--- config.mk ---
export PLATFORM = sky130hd
export DESIGN_NAME = apb_master_ctrl
export DESIGN_NICKNAME = d
export VERILOG_FILES = /design/src/rtl/apb_pkg.sv /design/src/rtl/apb_master_wdog.sv /design/src/rtl/apb_master_ctrl.sv
export SDC_FILE = /design/constraint.sdc
export NUM_CORES = 1
export LEC_CHECK = 0
export BUFFER_PORTS_ARGS = -buffer_cell sky130_fd_sc_hd__buf_2
export CAP_MARGIN = 20
export CELL_PAD_IN_SITES_DETAIL_PLACEMENT = 1
export CELL_PAD_IN_SITES_GLOBAL_PLACEMENT = 2
export CORE_AREA = 2 2 127 129
export CTS_CLUSTER_DIAMETER = 30
export DETAILED_ROUTE_END_ITERATION = 8
export DIE_AREA = 0 0 129 131
export HOLD_SLACK_MARGIN = 0.05
export PLACE_DENSITY = 0.76
export SETUP_SLACK_MARGIN = 0.02
export SLEW_MARGIN = 15
export SYNTH_ARGS = -nofsm -noshare
export SYNTH_HDL_FRONTEND = slang
export SYNTH_SLANG_ARGS = --single-unit
--- constraint.sdc ---
create_clock -name pclk -period 2 [get_ports pclk]
set_input_delay 0.1 -clock pclk [delete_from_list [all_inputs] [get_ports pclk]]
set_output_delay 0.1 -clock pclk [all_outputs]
set_load 0.005 [all_outputs]
--- src/rtl/apb_pkg.sv ---
// Shared APB types: bus widths, requester FSM state encoding and the command bundle
// used by the bridge and driver layers.
package apb_pkg;

  localparam int unsigned ADDR_WIDTH = 32;
  localparam int unsigned DATA_WIDTH = 32;

  typedef enum logic [1:0] {
    MST_IDLE   = 2'd0,
    MST_SETUP  = 2'd1,
    MST_ACCESS = 2'd2,
    MST_RESP   = 2'd3
  } apb_master_state_t;

  typedef struct packed {
    logic                  write;
    logic [ADDR_WIDTH-1:0] addr;
    logic [DATA_WIDTH-1:0] wdata;
  } apb_cmd_t;

endpackage

--- src/rtl/apb_master_wdog.sv ---
// ACCESS-phase wait counter for apb_master_ctrl: cleared before each ACCESS phase,
// counts cycles without completion, flags expiry at TIMEOUT_CYCLES-1.
module apb_master_wdog #(
  parameter int unsigned TIMEOUT_CYCLES = 16
) (
  input  logic i_clk,
  input  logic i_rst_n,
  input  logic i_clear,
  input  logic i_inc,
  output logic o_expire
);

  localparam int unsigned CW = $clog2(TIMEOUT_CYCLES + 1);
  localparam logic [CW-1:0] LIMIT = CW'(TIMEOUT_CYCLES - 1);

  logic [CW-1:0] r_count;

  always_ff @(posedge i_clk or negedge i_rst_n) begin
    if (!i_rst_n) begin
      r_count <= '0;
    end else if (i_clear) begin
      r_count <= '0;
    end else if (i_inc) begin
      r_count <= r_count + CW'(1);
    end
  end

  assign o_expire = (r_count == LIMIT);

endmodule

--- src/rtl/apb_master_ctrl.sv ---
// Single-outstanding APB requester: cmd valid/ready in, SETUP/ACCESS on the bus, rsp valid/ready out.
// Optional ACCESS-phase timeout enabled by defining APB_MASTER_TIMEOUT_EN.
module apb_master_ctrl
  import apb_pkg::*;
#(
  parameter int unsigned ADDR_WIDTH     = apb_pkg::ADDR_WIDTH,
  parameter int unsigned DATA_WIDTH     = apb_pkg::DATA_WIDTH,
  parameter int unsigned TIMEOUT_CYCLES = 16
) (
  input  logic                  pclk,
  input  logic                  presetn,
  input  logic                  cmd_valid,
  output logic                  cmd_ready,
  input  logic                  cmd_write,
  input  logic [ADDR_WIDTH-1:0] cmd_addr,
  input  logic [DATA_WIDTH-1:0] cmd_wdata,
  output logic                  rsp_valid,
  input  logic                  rsp_ready,
  output logic [DATA_WIDTH-1:0] rsp_rdata,
  output logic                  rsp_err,
  output logic                  rsp_timeout,
  output logic                  busy,
  output logic                  psel,
  output logic                  penable,
  output logic                  pwrite,
  output logic [ADDR_WIDTH-1:0] paddr,
  output logic [DATA_WIDTH-1:0] pwdata,
  input  logic [DATA_WIDTH-1:0] prdata,
  input  logic                  pready,
  input  logic                  pslverr
);

  apb_master_state_t r_state, w_state_nxt;

  logic                  r_psel, w_psel_nxt;
  logic                  r_penable, w_penable_nxt;
  logic                  r_pwrite, w_pwrite_nxt;
  logic [ADDR_WIDTH-1:0] r_paddr, w_paddr_nxt;
  logic [DATA_WIDTH-1:0] r_pwdata, w_pwdata_nxt;
  logic                  r_rsp_valid, w_rsp_valid_nxt;
  logic [DATA_WIDTH-1:0] r_rsp_rdata, w_rsp_rdata_nxt;
  logic                  r_rsp_err, w_rsp_err_nxt;
  logic                  r_rsp_timeout, w_rsp_timeout_nxt;

  logic w_complete;
  logic w_expire;

  // The team slave raises pslverr without pready, so either one ends ACCESS.
  assign w_complete = pready | pslverr;

`ifdef APB_MASTER_TIMEOUT_EN
  logic w_wd_expire;

  apb_master_wdog #(
    .TIMEOUT_CYCLES (TIMEOUT_CYCLES)
  ) u_wdog (
    .i_clk    (pclk),
    .i_rst_n  (presetn),
    .i_clear  (r_state == MST_SETUP),
    .i_inc    ((r_state == MST_ACCESS) && !w_complete),
    .o_expire (w_wd_expire)
  );

  assign w_expire = w_wd_expire;
`else
  logic w_unused_timeout_cfg;

  assign w_unused_timeout_cfg = ^TIMEOUT_CYCLES;
  assign w_expire             = 1'b0;
`endif

  always_comb begin
    w_state_nxt       = r_state;
    w_psel_nxt        = r_psel;
    w_penable_nxt     = r_penable;
    w_pwrite_nxt      = r_pwrite;
    w_paddr_nxt       = r_paddr;
    w_pwdata_nxt      = r_pwdata;
    w_rsp_valid_nxt   = r_rsp_valid;
    w_rsp_rdata_nxt   = r_rsp_rdata;
    w_rsp_err_nxt     = r_rsp_err;
    w_rsp_timeout_nxt = r_rsp_timeout;

    case (r_state)
      MST_IDLE: begin
        w_psel_nxt    = 1'b0;
        w_penable_nxt = 1'b0;
        if (cmd_valid) begin
          w_pwrite_nxt = cmd_write;
          w_paddr_nxt  = cmd_addr;
          w_pwdata_nxt = cmd_wdata;
          w_psel_nxt   = 1'b1;
          w_state_nxt  = MST_SETUP;
        end
      end

      MST_SETUP: begin
        w_psel_nxt    = 1'b1;
        w_penable_nxt = 1'b1;
        w_state_nxt   = MST_ACCESS;
      end

      MST_ACCESS: begin
        // Completion has priority over a same-edge timeout.
        if (w_complete) begin
          w_psel_nxt        = 1'b0;
          w_penable_nxt     = 1'b0;
          w_rsp_valid_nxt   = 1'b1;
          w_rsp_err_nxt     = pslverr;
          w_rsp_timeout_nxt = 1'b0;
          w_rsp_rdata_nxt   = (!r_pwrite && !pslverr) ? prdata : '0;
          w_state_nxt       = MST_RESP;
        end else if (w_expire) begin
          w_psel_nxt        = 1'b0;
          w_penable_nxt     = 1'b0;
          w_rsp_valid_nxt   = 1'b1;
          w_rsp_err_nxt     = 1'b1;
          w_rsp_timeout_nxt = 1'b1;
          w_rsp_rdata_nxt   = '0;
          w_state_nxt       = MST_RESP;
        end
      end

      MST_RESP: begin
        if (rsp_ready) begin
          w_rsp_valid_nxt = 1'b0;
          w_state_nxt     = MST_IDLE;
        end
      end

      default: begin
        w_psel_nxt      = 1'b0;
        w_penable_nxt   = 1'b0;
        w_rsp_valid_nxt = 1'b0;
        w_state_nxt     = MST_IDLE;
      end
    endcase
  end

  always_ff @(posedge pclk or negedge presetn) begin
    if (!presetn) begin
      r_state <= MST_IDLE;
    end else begin
      r_state <= w_state_nxt;
    end
  end

  always_ff @(posedge pclk or negedge presetn) begin
    if (!presetn) begin
      r_psel        <= 1'b0;
      r_penable     <= 1'b0;
      r_pwrite      <= 1'b0;
      r_paddr       <= '0;
      r_pwdata      <= '0;
      r_rsp_valid   <= 1'b0;
      r_rsp_rdata   <= '0;
      r_rsp_err     <= 1'b0;
      r_rsp_timeout <= 1'b0;
    end else begin
      r_psel        <= w_psel_nxt;
      r_penable     <= w_penable_nxt;
      r_pwrite      <= w_pwrite_nxt;
      r_paddr       <= w_paddr_nxt;
      r_pwdata      <= w_pwdata_nxt;
      r_rsp_valid   <= w_rsp_valid_nxt;
      r_rsp_rdata   <= w_rsp_rdata_nxt;
      r_rsp_err     <= w_rsp_err_nxt;
      r_rsp_timeout <= w_rsp_timeout_nxt;
    end
  end

  assign cmd_ready   = (r_state == MST_IDLE);
  assign busy        = (r_state != MST_IDLE);
  assign psel        = r_psel;
  assign penable     = r_penable;
  assign pwrite      = r_pwrite;
  assign paddr       = r_paddr;
  assign pwdata      = r_pwdata;
  assign rsp_valid   = r_rsp_valid;
  assign rsp_rdata   = r_rsp_rdata;
  assign rsp_err     = r_rsp_err;
  assign rsp_timeout = r_rsp_timeout;

endmodule

==> impl_metrics.tcl <==
set metrics [dict create \
    die_area_sq_mm 0.01690 \
    grt.total_usage_pct 14.90 \
    drv_cap 0 \
    worstSetupPathType "flop to flop" \
    worstHoldPathType "input pin to flop" \
    initial_core_util_pct 27.33 \
    period_minus_slack_ps 1784 \
    port_buffers 205 \
    synth_cell_type_count 20 \
    power.density_mw_per_mm2 1294 \
    netlist_area_sq_mm 0.004263 \
    cts-root-buf "clkbuf_16" \
    ys_ff_latch 103 \
    endpoint_kind "flop" \
    yosysSeqAreaShare_pct 60.46 \
    cts_tree "done" \
    wl_um 12670 \
    row_count 46 \
    grt_max_degree 62 \
    die_y_um 131 \
    grt_pass1_vias 3704 \
    rsz0062_at_grt "no" \
    skew_ps 6.088 \
    routedWlPerCell_um 15.10 \
    cts_made_buffers 9 \
    dr.pass1.iters 4 \
    fmax_mhz 560.5 \
    antenna_cells 0 \
    async_reset_ff_share_pct 100.0 \
    yosys-top-cells-count "dfrtp_1, nand2_1, mux2_4" \
    dp_hpwl_um 8406 \
    cts_setup_buffers 0 \
    synth_nets 423 \
    syn2layout_area_growth_pct 60.17 \
    yosysMostFrequentCell "dfrtp_1" \
    fin_nets 727 \
    critPathArrivalTime_ps 2020 \
    cts_buffer_depth 2 \
    synth-edff-count 0 \
    fin_setup_tns_ps 0 \
    clock_sinks 103 \
    path_clk_slew_ps 70 \
    maxSlewHeadroom_pct 66.68 \
    dieWidth_um 129 \
    synthTopCellsByArea "dfrtp_1, mux2_4, nand2_1" \
    start_kind "flop" \
    finalMaxSlewViolations 0 \
    ioPinCount 207 \
    worst_pin_slew_ps 498.0 \
    core-area_sq_mm 0.01560 \
    n_fill_cell 1702 \
    synth.top_cell.area_share_pct 60.46 \
    yosysTopAreaCell "dfrtp_1" \
    routed_via_density 4.170 \
    num_vias 3499 \
    synth_flop_cell "dfrtp_1" \
    finalCritPeriodShare_pct 89.21 \
    yosys_warnings 0 \
    status "finished clean" \
    synth.avg_cell_area_sq_um 13.58 \
    hold_viol 0 \
    drt_iter0_markers 88 \
    drive_above_1_share_pct 48.15 \
    gp_congestion 0.7212 \
    drc 0 \
    crit_fanout 26 \
    post_cts_resize_count 0 \
    critical_path.slowest_cell "dfrtp_1" \
    final-instance-count-excl-fill 839 \
    h-tree-depth 3 \
    place_inst 724 \
    gr-total-overflow 0 \
    p_leak_nw 3.512 \
    clock_latency_ps 340 \
    ir_worst_vdd_mv 0.4680 \
    antenna_found_initial 0 \
    synthesis.instances 314 \
    setup_violations 0 \
    required_ps 2230 \
    grt_pass1_wl_um 19460 \
    cpPeakStageDelay_ps 440 \
    path_cells "inv_1, ha_1, nand2_4, buf_12, mux2_2" \
    ant_nets 0 \
]
==> path summary, 6_finish.rpt <==
| check | from | cells past startpoint | slack (ps) | endpoint |
|---|---|---|---|---|
| hold / removal | rsp_ready | 3 | 130 | rsp_valid$_DFFE_PN0P_ |
| max in group asynchronous | presetn | 3 | 1090 | paddr[16]$_DFFE_PN0P_ |
| setup / recovery | r_state[0]$_DFFE_PN0P_ | 5 | 220 | paddr[20]$_DFFE_PN0P_ |
| min in group asynchronous | presetn | 2 | 260 | rsp_rdata[4]$_DFFE_PN0P_ |
| setup reg to reg | r_state[0]$_DFFE_PN0P_ | 5 | 220 | paddr[20]$_DFFE_PN0P_ |
| hold reg to reg | rsp_rdata[1]$_DFFE_PN0P_ | 2 | 480 | rsp_rdata[1]$_DFFE_PN0P_ |
==> layout make-up <==
cell class                 instances  area (sq um)  area share (%)
clock inverter                     7         62.56          0.9163
timing repair buffer             311          2122           31.08
multi-input combinational        188          1551           22.72
tap                              216         270.3           3.958
sequential                       103          2577           37.75
clock buffer                       9         225.2           3.299
inverter                           5         18.77          0.2749
==> state kept, by name, summed over array words and instances, names as in the netlist <==
| signal | count |
|---|---|
| rsp_err | 1 |
| rsp_rdata | 32 |
| pwrite | 1 |
| pwdata | 32 |
| penable | 1 |
| paddr | 32 |
| psel | 1 |
| r_state | 2 |
| rsp_valid | 1 |
==> kinds of logic (layout without fill, tap and decap cells) <==
logic type	count (synthesis)	count (layout)	synth area share, %
compound gates	41	41	5.283
fa+ha+maj	6	6	1.761
flops	103	103	60.46
other cells	1	1	0.08797
simple gates	72	72	6.399
buf+inv	23	332	3.639
mux	68	68	22.37
==> cells in the final DEF, fill, tap and decap left out <==
cell	synthesis	layout
o21ai_0	36	35
conb_1	1	1
dfrtp_1	103	103
buf_4	4	4
mux2_4	50	50
clkbuf_16	0	9
o32a_1	1	1
nand2_4	0	1
buf_12	0	4
inv_1	5	5
inv_8	0	2
mux2_2	18	18
dlygate4sd3_1	0	99
a21o_1	1	1
nor2b_1	1	1
inv_6	0	2
ha_1	6	6
a21oi_1	1	1
nand2_1	69	68
nor2_2	0	1
clkinvlp_4	0	3
buf_2	6	204
a21boi_0	1	1
nor2_1	2	1
a221oi_2	1	1
o21ai_4	0	1
==> critical path, delay by kind of cell (launching register included) <==
| kind | cells | cell delay (ps) |
|---|---|---|
| flops | 1 | 440 |
| mux | 1 | 360 |
| buf+inv | 2 | 350 |
| fa+ha+maj | 1 | 300 |
| simple gates | 1 | 200 |
==> metal layers <==
layer  share of wire [%]  wire length (um)  track usage (%)
met5                   0                 0                0
met4                 2.2               274            6.330
met3                 6.0               754            3.257
met2                  51              6513            26.80
met1                  40              5125            17.18
==> what timing repair did <==
action,4_1_cts,5_1_grt
endpoints found under the hold margin,124,0
hold buffers,99,0
endpoints found under the setup margin,0,0
==> where the power goes <==
group	switching [mW]	internal (mW)
combinational	1.51	2.11
clock	0.861	0.872
sequential	0.499	2.98
==> stage by stage <==
stage	area, sq um	hold slack [ps]	util, %	total power [mW]	worst slack, ps
after floorplan	4263	-195.6	-	5.489	439.0
after global placement	5549	51.90	35.58	6.812	313.6
after detailed placement	5549	59.45	35.58	6.987	214.1
after CTS	6828	105.7	43.78	8.931	222.3
after global routing	6828	153.6	43.78	9.465	124.6
final	6828	127.9	43.78	8.834	215.8
Power figures use the tool's default switching activity.
